### config.mk
export PLATFORM = sky130hd
export DESIGN_NAME = dmem_responder
export DESIGN_NICKNAME = d
export VERILOG_FILES = /design/src/rtl/dmem_responder_pkg.sv /design/src/rtl/dmem_array.sv /design/src/rtl/dmem_responder.sv
export SDC_FILE = /design/constraint.sdc
export NUM_CORES = 2
export LEC_CHECK = 0
export CAP_MARGIN = 15
export CORE_ASPECT_RATIO = 0.8
export CORE_UTILIZATION = 30
export CTS_BUF_LIST = sky130_fd_sc_hd__clkbuf_4 sky130_fd_sc_hd__clkbuf_8
export CTS_CLUSTER_DIAMETER = 80
export DETAILED_ROUTE_END_ITERATION = 16
export HOLD_SLACK_MARGIN = 0.06
export PLACE_DENSITY_LB_ADDON = 0.1
export SLEW_MARGIN = 10
export SYNTH_ARGS = -nofsm -noshare
export SYNTH_HDL_FRONTEND = slang
export SYNTH_SLANG_ARGS = --single-unit
export TNS_END_PERCENT = 20
### constraint.sdc
create_clock -name clk -period 16.6 [get_ports clk]
set_clock_uncertainty 0.1 [all_clocks]
set_input_delay 1.66 -clock clk [delete_from_list [all_inputs] [get_ports clk]]
set_output_delay 1.66 -clock clk [all_outputs]
set_load 0.05 [all_outputs]
### src/rtl/dmem_responder_pkg.sv
// Shared definitions for the data-memory responder: default widths, the
// access-FSM state encoding and the address range check.
package dmem_responder_pkg;

  localparam int DEF_DATA_W = 16;  // data word width
  localparam int DEF_ADDR_W = 8;   // word-address bits backed by storage
  localparam int CPU_ADDR_W = 16;  // width of the ALU-result address bus
  localparam int CNT_W      = 4;   // latency counter width (LATENCY <= 15)

  typedef enum logic [1:0] {
    MEM_IDLE = 2'd0,
    MEM_WAIT = 2'd1,
    MEM_DONE = 2'd2
  } mem_state_e;

  // True when the CPU address has any bit set above the storage depth.
  function automatic logic addr_out_of_range(input logic [CPU_ADDR_W-1:0] a,
                                             input int unsigned aw);
    return (a >> aw) != '0;
  endfunction

endpackage

### src/rtl/dmem_array.sv
// Single-port synchronous word RAM with a registered read port.
// Ports:
//   clk    rising-edge clock
//   we     write enable
//   addr   word address (shared by read and write)
//   wdata  write data
//   rdata  registered read data (contents of addr at the last edge)
// Contents are deliberately not reset.
module dmem_array
  import dmem_responder_pkg::*;
#(
  parameter int DATA_W = DEF_DATA_W,
  parameter int ADDR_W = DEF_ADDR_W
) (
  input  logic              clk,
  input  logic              we,
  input  logic [ADDR_W-1:0] addr,
  input  logic [DATA_W-1:0] wdata,
  output logic [DATA_W-1:0] rdata
);

  logic [DATA_W-1:0] mem_q [2**ADDR_W];

  // Storage write and registered read (read returns the pre-write word).
  always_ff @(posedge clk) begin
    if (we) begin
      mem_q[addr] <= wdata;
    end
    rdata <= mem_q[addr];
  end

endmodule

### src/rtl/dmem_responder.sv
// Data-memory responder for the 16-bit CPU. Serves LW/SW requests with a fixed
// access latency, stalling the pipeline until the access completes, and
// accepts preload writes when the CPU side is idle.
// Ports:
//   clk, rst                 clock, synchronous active-high reset
//   mem_read, mem_write      load / store request (held stable while stalled)
//   addr, wdata              word address (ALU result) and store data
//   rdata, rdata_valid       load data and its 1-cycle valid pulse
//   stall                    hold the pipeline
//   err                      1-cycle pulse: access rejected
//   init_we/addr/data        preload write port
//   init_ack                 preload accepted this cycle (combinational)
module dmem_responder
  import dmem_responder_pkg::*;
#(
  parameter int DATA_W  = DEF_DATA_W,
  parameter int ADDR_W  = DEF_ADDR_W,
  parameter int LATENCY = 2
) (
  input  logic                  clk,
  input  logic                  rst,
  input  logic                  mem_read,
  input  logic                  mem_write,
  input  logic [CPU_ADDR_W-1:0] addr,
  input  logic [DATA_W-1:0]     wdata,
  output logic [DATA_W-1:0]     rdata,
  output logic                  rdata_valid,
  output logic                  stall,
  output logic                  err,
  input  logic                  init_we,
  input  logic [ADDR_W-1:0]     init_addr,
  input  logic [DATA_W-1:0]     init_data,
  output logic                  init_ack
);

  // The request cycle itself is the first stall cycle, so WAIT covers the rest.
  localparam logic [CNT_W-1:0] CNT_LOAD = CNT_W'(LATENCY - 1);

  mem_state_e        state_q, state_d;
  logic [CNT_W-1:0]  cnt_q, cnt_d;
  logic              op_read_q, op_write_q, op_err_q;
  logic [ADDR_W-1:0] addr_q;
  logic [DATA_W-1:0] wdata_q;
  logic              rdata_valid_q, err_q;
  logic [DATA_W-1:0] rdata_hold_q;

  logic              req_s, req_err_s, access_end_s;
  logic              cur_read_s, cur_write_s, cur_err_s;
  logic [ADDR_W-1:0] cur_addr_s;
  logic [DATA_W-1:0] cur_wdata_s;
  logic              arr_we_s;
  logic [ADDR_W-1:0] arr_addr_s;
  logic [DATA_W-1:0] arr_wdata_s;
  logic [DATA_W-1:0] arr_rdata_s;

  assign req_s     = mem_read | mem_write;
  assign req_err_s = (mem_read & mem_write) | addr_out_of_range(addr, ADDR_W);

  // Next-state, counter, stall and preload arbitration.
  always_comb begin
    state_d     = state_q;
    cnt_d       = cnt_q;
    stall       = 1'b0;
    init_ack    = 1'b0;
    cur_read_s  = op_read_q;
    cur_write_s = op_write_q;
    cur_err_s   = op_err_q;
    cur_addr_s  = addr_q;
    cur_wdata_s = wdata_q;
    case (state_q)
      MEM_IDLE: begin
        // With LATENCY=1 the access completes straight from the live inputs.
        cur_read_s  = mem_read;
        cur_write_s = mem_write;
        cur_err_s   = req_err_s;
        cur_addr_s  = addr[ADDR_W-1:0];
        cur_wdata_s = wdata;
        if (req_s) begin
          stall   = 1'b1;
          cnt_d   = CNT_LOAD;
          state_d = (LATENCY > 1) ? MEM_WAIT : MEM_DONE;
        end else begin
          init_ack = init_we & ~rst;
        end
      end
      MEM_WAIT: begin
        stall = 1'b1;
        cnt_d = cnt_q - CNT_W'(1);
        if (cnt_d == '0) begin
          state_d = MEM_DONE;
        end else begin
          state_d = MEM_WAIT;
        end
      end
      MEM_DONE: begin
        // Request lines still belong to the finishing instruction.
        state_d = MEM_IDLE;
      end
      default: begin
        state_d = MEM_IDLE;
      end
    endcase
  end

  // DONE is always left after one cycle, so state_d==DONE marks the edge in.
  assign access_end_s = (state_d == MEM_DONE);

  // RAM port mux: the completing CPU access has priority over preload.
  always_comb begin
    arr_we_s    = 1'b0;
    arr_addr_s  = cur_addr_s;
    arr_wdata_s = cur_wdata_s;
    if (access_end_s) begin
      arr_we_s = cur_write_s & ~cur_err_s & ~rst;
    end else if (init_ack) begin
      arr_we_s    = 1'b1;
      arr_addr_s  = init_addr;
      arr_wdata_s = init_data;
    end else begin
      arr_we_s = 1'b0;
    end
  end

  dmem_array #(
    .DATA_W(DATA_W),
    .ADDR_W(ADDR_W)
  ) u_array (
    .clk  (clk),
    .we   (arr_we_s),
    .addr (arr_addr_s),
    .wdata(arr_wdata_s),
    .rdata(arr_rdata_s)
  );

  // FSM state, request latch and response pulses.
  always_ff @(posedge clk) begin
    if (rst) begin
      state_q       <= MEM_IDLE;
      cnt_q         <= '0;
      op_read_q     <= 1'b0;
      op_write_q    <= 1'b0;
      op_err_q      <= 1'b0;
      addr_q        <= '0;
      wdata_q       <= '0;
      rdata_valid_q <= 1'b0;
      err_q         <= 1'b0;
      rdata_hold_q  <= '0;
    end else begin
      state_q <= state_d;
      cnt_q   <= cnt_d;
      if (state_q == MEM_IDLE && req_s) begin
        op_read_q  <= mem_read;
        op_write_q <= mem_write;
        op_err_q   <= req_err_s;
        addr_q     <= addr[ADDR_W-1:0];
        wdata_q    <= wdata;
      end
      rdata_valid_q <= access_end_s & cur_read_s & ~cur_err_s;
      err_q         <= access_end_s & cur_err_s;
      // Capture the RAM word after its valid cycle so rdata holds it.
      if (rdata_valid_q) begin
        rdata_hold_q <= arr_rdata_s;
      end
    end
  end

  // The RAM's registered output is the load data during the valid pulse.
  assign rdata       = rdata_valid_q ? arr_rdata_s : rdata_hold_q;
  assign rdata_valid = rdata_valid_q;
  assign err         = err_q;

endmodule

* After elaboration in Yosys (flattened, before gate mapping)
Memories as Yosys holds them, arrays and structs flattened. A register that Yosys moved wholly into a read port is not among the register bits. Index checks and enable logic that the tools add are counted.
Word-level totals: flip-flop bits (word level) 51, RAM bits 4096, bits of input ports 61, output and inout port bits 20, logic and storage cells 55, memories 1
Memories:
- u_array.mem_q | depth 256, bits a word 16, rd ports 1, clocked after Yosys merged registers in 1, write ports 1, line dmem_array.sv:22 | logic [DATA_W-1:0] mem_q [2**ADDR_W];
Cells by class: add/subtract/negate cells 1, eq/ne operators 3, mux-type cells 23, bitwise gates (word level) 11, reduce and logical (&&, ||, !) cells 6
Operators by type and width (count):
- 16-bit 2-to-1 mux | 4
- 8-bit 2-to-1 mux | 3
- 16-bit nonzero test | 1
- 1-bit 2-to-1 mux | 10
- 4-bit case mux with 2 select lines | 1
- 1-bit bitwise AND | 7
- 4-bit logical NOT | 1
- 2-bit 2-to-1 mux | 2
- 4-bit 2-to-1 mux | 1
- 2-bit case mux with 2 select lines | 1
- 4-bit by 1-bit subtractor with 4-bit output, second input constant | 1
- 2-bit by 1-bit == test with 1-bit output, second input constant | 1
- 2-bit == test, second input constant | 1
- 2-bit logical NOT | 1
- 2-bit inequality test, second input constant | 1
- 1-bit inverter | 2
- 1-bit OR | 2
- 1-bit case mux with 2 select lines | 1
- 2-bit AND reduction | 1
- 2-bit nonzero test | 1
- 1-bit logical AND | 1

* Depth between registers and ports, before layout
word-level depth 9, mapped depth 14, gate-level depth less buffers 11

* Modules after synthesis
From an unflattened synthesis, not the netlist that was laid out.
Unflattened totals: cells, all modules 7009, area, all modules 158184.2 µm²
By module, submodules not included:
- dmem_array | times used 1, cells each 6727, area each 155399.0 µm², sequential area each 123318.3 µm²
- dmem_responder | times used 1, cells each 282, area each 2785.2 µm², sequential area each 1021.0 µm²

* Least setup slack after synthesis
OpenSTA, ideal clock, no wires.
path type input to register, from input port mem_write, to memory u_array.mem_q[0][11] (netlist name), data pin, library setup time 1.579 ns, arrival time 9.875 ns, data required time 14.921 ns, slack 5.046 ns, stages 6, path buffers 3, path through nor4b_2 -> buf_6 -> buf_2 -> buf_1 -> mux2i_1 -> a21oi_1
On the way: cells in the longest elaborated chain, start to end 5, elaborated cells between the ends (all ways) 8, classes of those cells eq/ne (1); mux (6); bitwise (1)
Ends and longest elaborated chain:
- start, declared | line dmem_responder.sv:23 | input logic mem_write,
- 1-bit OR * | line dmem_responder.sv:56 | assign req_s = mem_read | mem_write;
- 2-bit 2-to-1 mux or 1-bit 2-to-1 mux (tied branches) | line dmem_responder.sv:78 | if (req_s) begin
- 2-bit case mux with 2 select lines or 1-bit 2-to-1 mux (tied branches) | line dmem_responder.sv:70 | case (state_q)
- 2-bit == test or 16-bit 2-to-1 mux (tied branches) | line dmem_responder.sv:106, dmem_responder.sv:115
- 16-bit 2-to-1 mux * | line dmem_responder.sv:113 | if (access_end_s) begin
- named net arr_wdata_s[11] | line dmem_responder.sv:53 | logic [DATA_W-1:0] arr_wdata_s;
- end, declared | line dmem_array.sv:22
The timed path passes the listed nets; every way through them passes the cells marked *.

* Worst setup path after layout
from input port mem_write, to register u_array.rdata[3], read port of u_array.mem_q
On the way: cells in the longest elaborated chain, start to end 5, elaborated cells between the ends (all ways) 8, classes of those cells eq/ne (1); mux (6); bitwise (1)
Ends and longest elaborated chain:
- 1-bit OR * | line dmem_responder.sv:56
- 2-bit 2-to-1 mux or 1-bit 2-to-1 mux (tied branches) | line dmem_responder.sv:78
- 2-bit case mux with 2 select lines or 1-bit 2-to-1 mux (tied branches) | line dmem_responder.sv:70
- 2-bit == test or 8-bit 2-to-1 mux (tied branches) | line dmem_responder.sv:106, dmem_responder.sv:115
- 8-bit 2-to-1 mux * | line dmem_responder.sv:113
- end, declared | line dmem_array.sv:19 | output logic [DATA_W-1:0] rdata
Every way passes the cells marked *; elsewhere a longest branch is shown, timed or not. A chain may end at the register's enable or synchronous reset.

==> metrics.txt <==
routed vias 91.2k; Die Ht 642 µm; post-synth top area share between 80% and 90%; CTS clk-pin slew, worst paths 0.06 ns; Top Metal Used met5; IO Port Bufs 80; full die area between 500000 and 600000 µm²; PostCTS Resize Cnt 0; ys flop type edfxtp_1; residual DRC count 0; share of post-route cells with drive strength above 1 19.4%; commonest non-fill, non-tap cells in the layout edfxtp_1, a22oi_1, a21oi_1; period utilization a little under half; clock share of power between 30% and 40%; Met3 Routed Length between 40000 and 50000 µm; Max VDD drop 104 µV; post-route antenna net violation count 0; Slew Limit Fails 0; first-pass iteration count of the detailed router 7; Seq pwr share between 50% and 60%; TritonCTS Buffers just under 700; sinks on the clock net 4163; final hold slack approximately 0.35 ns; Max-cap violations 0; Post-synth EDFFs about 4.1k; CP required between 15 and 20 ns; Comb pwr share a little under an eighth; CP endpoint kind flip-flop; CTS tree built; arrival time at the worst endpoint 8.49 ns; vias per cell 5.43; Initial Util a little under a third; final-report hold violation count 0; commonest non-fill, non-tap cell in the layout edfxtp_1; Mean Syn Cell Area between 15 and 20 µm²; min Tclk post-route between 7 and 8 ns; GPL Wtd Cong 0.790; CTS Hold Bufs 0; cell area power density 132 nW/µm²; # IOs 81; final setup vio count 0; P_sw around 6500 µW; FF+latch count, synth 4163; Final HPWL DP ~320000 µm; Die X between 800 and 900 µm; routed wire length on met2 between 200000 and 250000 µm; largest net degree at the start of global routing ~190; Setup TNS Final 0 ns; Achievable Freq ~130 MHz; Syn Inst Count 8855; WL met1 between 200000 and 300000 µm; register area around 120000 µm²; # rows around 230; Internal 17100 µW; mapped cell area roughly 150000 µm²; DR iter-0 viols approximately 11k; Core Area between 500000 and 600000 µm²; Slew Limit Headroom between 6 and 7%; Nets 9561; Ys Warns 0; Synth area leaders edfxtp_1, a22oi_1, a21oi_1; WL/cell 33.0 µm; Lkg Pwr between 0.05 and 0.06 µW; Layout area overhead 16.4%; Worst setup SP type input pin; root buf cell clkbuf_8; Synth area leader edfxtp_1; worst slew pin tran 1.39 ns; Net Sw Frac 27.5%; CTS H-tree lvls 6; critical path class input pin to flip-flop; first-pass GRT wire length between 700000 and 800000 µm; vias in the first global route just under 90k; post-synthesis net count slightly below 9k; Multi-input gate area around 27000 µm²; filler cell count ~48k; clk buf depth 4; WL final 555000 µm; maximum fanout along the worst path 36; Synth cell types between 40 and 50; clk_lat worst skew 1.27 ns; residual overflow from global routing 0; post-synthesis sequential area ratio approximately four fifths; asr flop ratio synth 0%; initial antenna violation count 61; status complete, no violations; Post-CTS Setup Bufs 0; overall routing resource usage around 21%; unrepaired setup endpoints after global routing no; Hold Path Class flip-flop to flip-flop
==> Yosys cell counts (all sizes together), types with 6 or more instances <==
master	number
dfxtp	67
nor2b	17
a22o	96
nor2	309
edfxtp	4096
buf	426
clkbuf	231
o22ai	152
nand4	16
a221oi	96
nor3	9
a21o	6
or2	6
nor4	244
mux2i	23
a21oi	980
o22a	12
a22oi	1862
nand3	10
nand2	99
o21ai	49
mux2	20
==> metrics by stage <==
stage	power, µW	instance area, µm²	utilization (%)	std cells	setup WS, ns
floorplan	13600	154000	-	8855	5.05
global placement	15000	165000	32.4	15500	6.56
detailed placement	15000	165000	32.5	15500	7.83
CTS	23900	178000	35.1	16700	9.21
global route	24400	179000	35.1	16800	9.08
finish	23600	179000	35.1	16800	9.06
==> power groups by stage <==
| stage | Clock [µW] | Combinational [µW] | Sequential [µW] |
|---|---|---|---|
| 3_5_place_dp | 0 | 2780 | 12200 |
| 3_3_place_gp | 0 | 2730 | 12200 |
| 2_1_floorplan | 0 | 1280 | 12300 |
| 4_1_cts | 9050 | 2790 | 12000 |
| 5_1_grt | 9470 | 2920 | 12000 |
| 6_report | 8820 | 2770 | 12000 |
==> final cells by class <==
cell class | instances | share of cell area, %
clock buffer | 946 | 6.40
tap | 6726 | 4.71
clock inverter | 267 | 0.898
inverter | 3 | 0.00630
antenna | 53 | 0.0742
timing repair buffer | 617 | 2.96
multi-input combinational | 4032 | 15.3
sequential | 4163 | 69.6
==> worst max-delay path: stages <==
cell             delay (ns)
clkdlybuf4s50_1        0.55
nor4b_4                0.32
buf_4                  0.48
mux2i_1                0.32
a21oi_1                0.24
nand2_4                0.66
buf_4                  0.61
buf_4                  0.63
a21oi_1                0.13
nor4_2                 0.74
o22ai_1                0.51
nor4_1                 1.25
nand3_1                0.24
==> cells by family after synthesis <==
family	share of synthesized area (%)
AO/OA/AOI/OAI	14.3
multiplexers	0.306
buffers and inverters	2.06
flip-flops	81.0
AND/OR/NAND/NOR	2.31
adder cells (fa/ha/maj)	0.0163
==> path summary, 6_finish.rpt <==
path,from,end,slack [ns],cells after the start
hold reg to reg,wdata_q[15],wdata_q[15],0.35,2
hold / removal,wdata_q[15],wdata_q[15],0.35,2
setup / recovery,mem_write,u_array.rdata[3],9.06,13
setup reg to reg,state_q[0],u_array.rdata[9],9.62,14
==> state kept, by name (all words and copies together), names as in the netlist, 2 cells and up <==
signal and cells:
state_q 2, u_array.mem_q 4096, cnt_q 4, addr_q 8, rdata_hold_q 16, u_array.rdata 16, wdata_q 16
==> routing by layer <==
layer	global-route usage [%]	up-vias
met2	30.5	3692
met3	4.72	712
met5	0	-
met4	4.63	24
met1	30.9	48600
li1	-	38300
No activity file was read; power rests on OpenSTA's default activity.
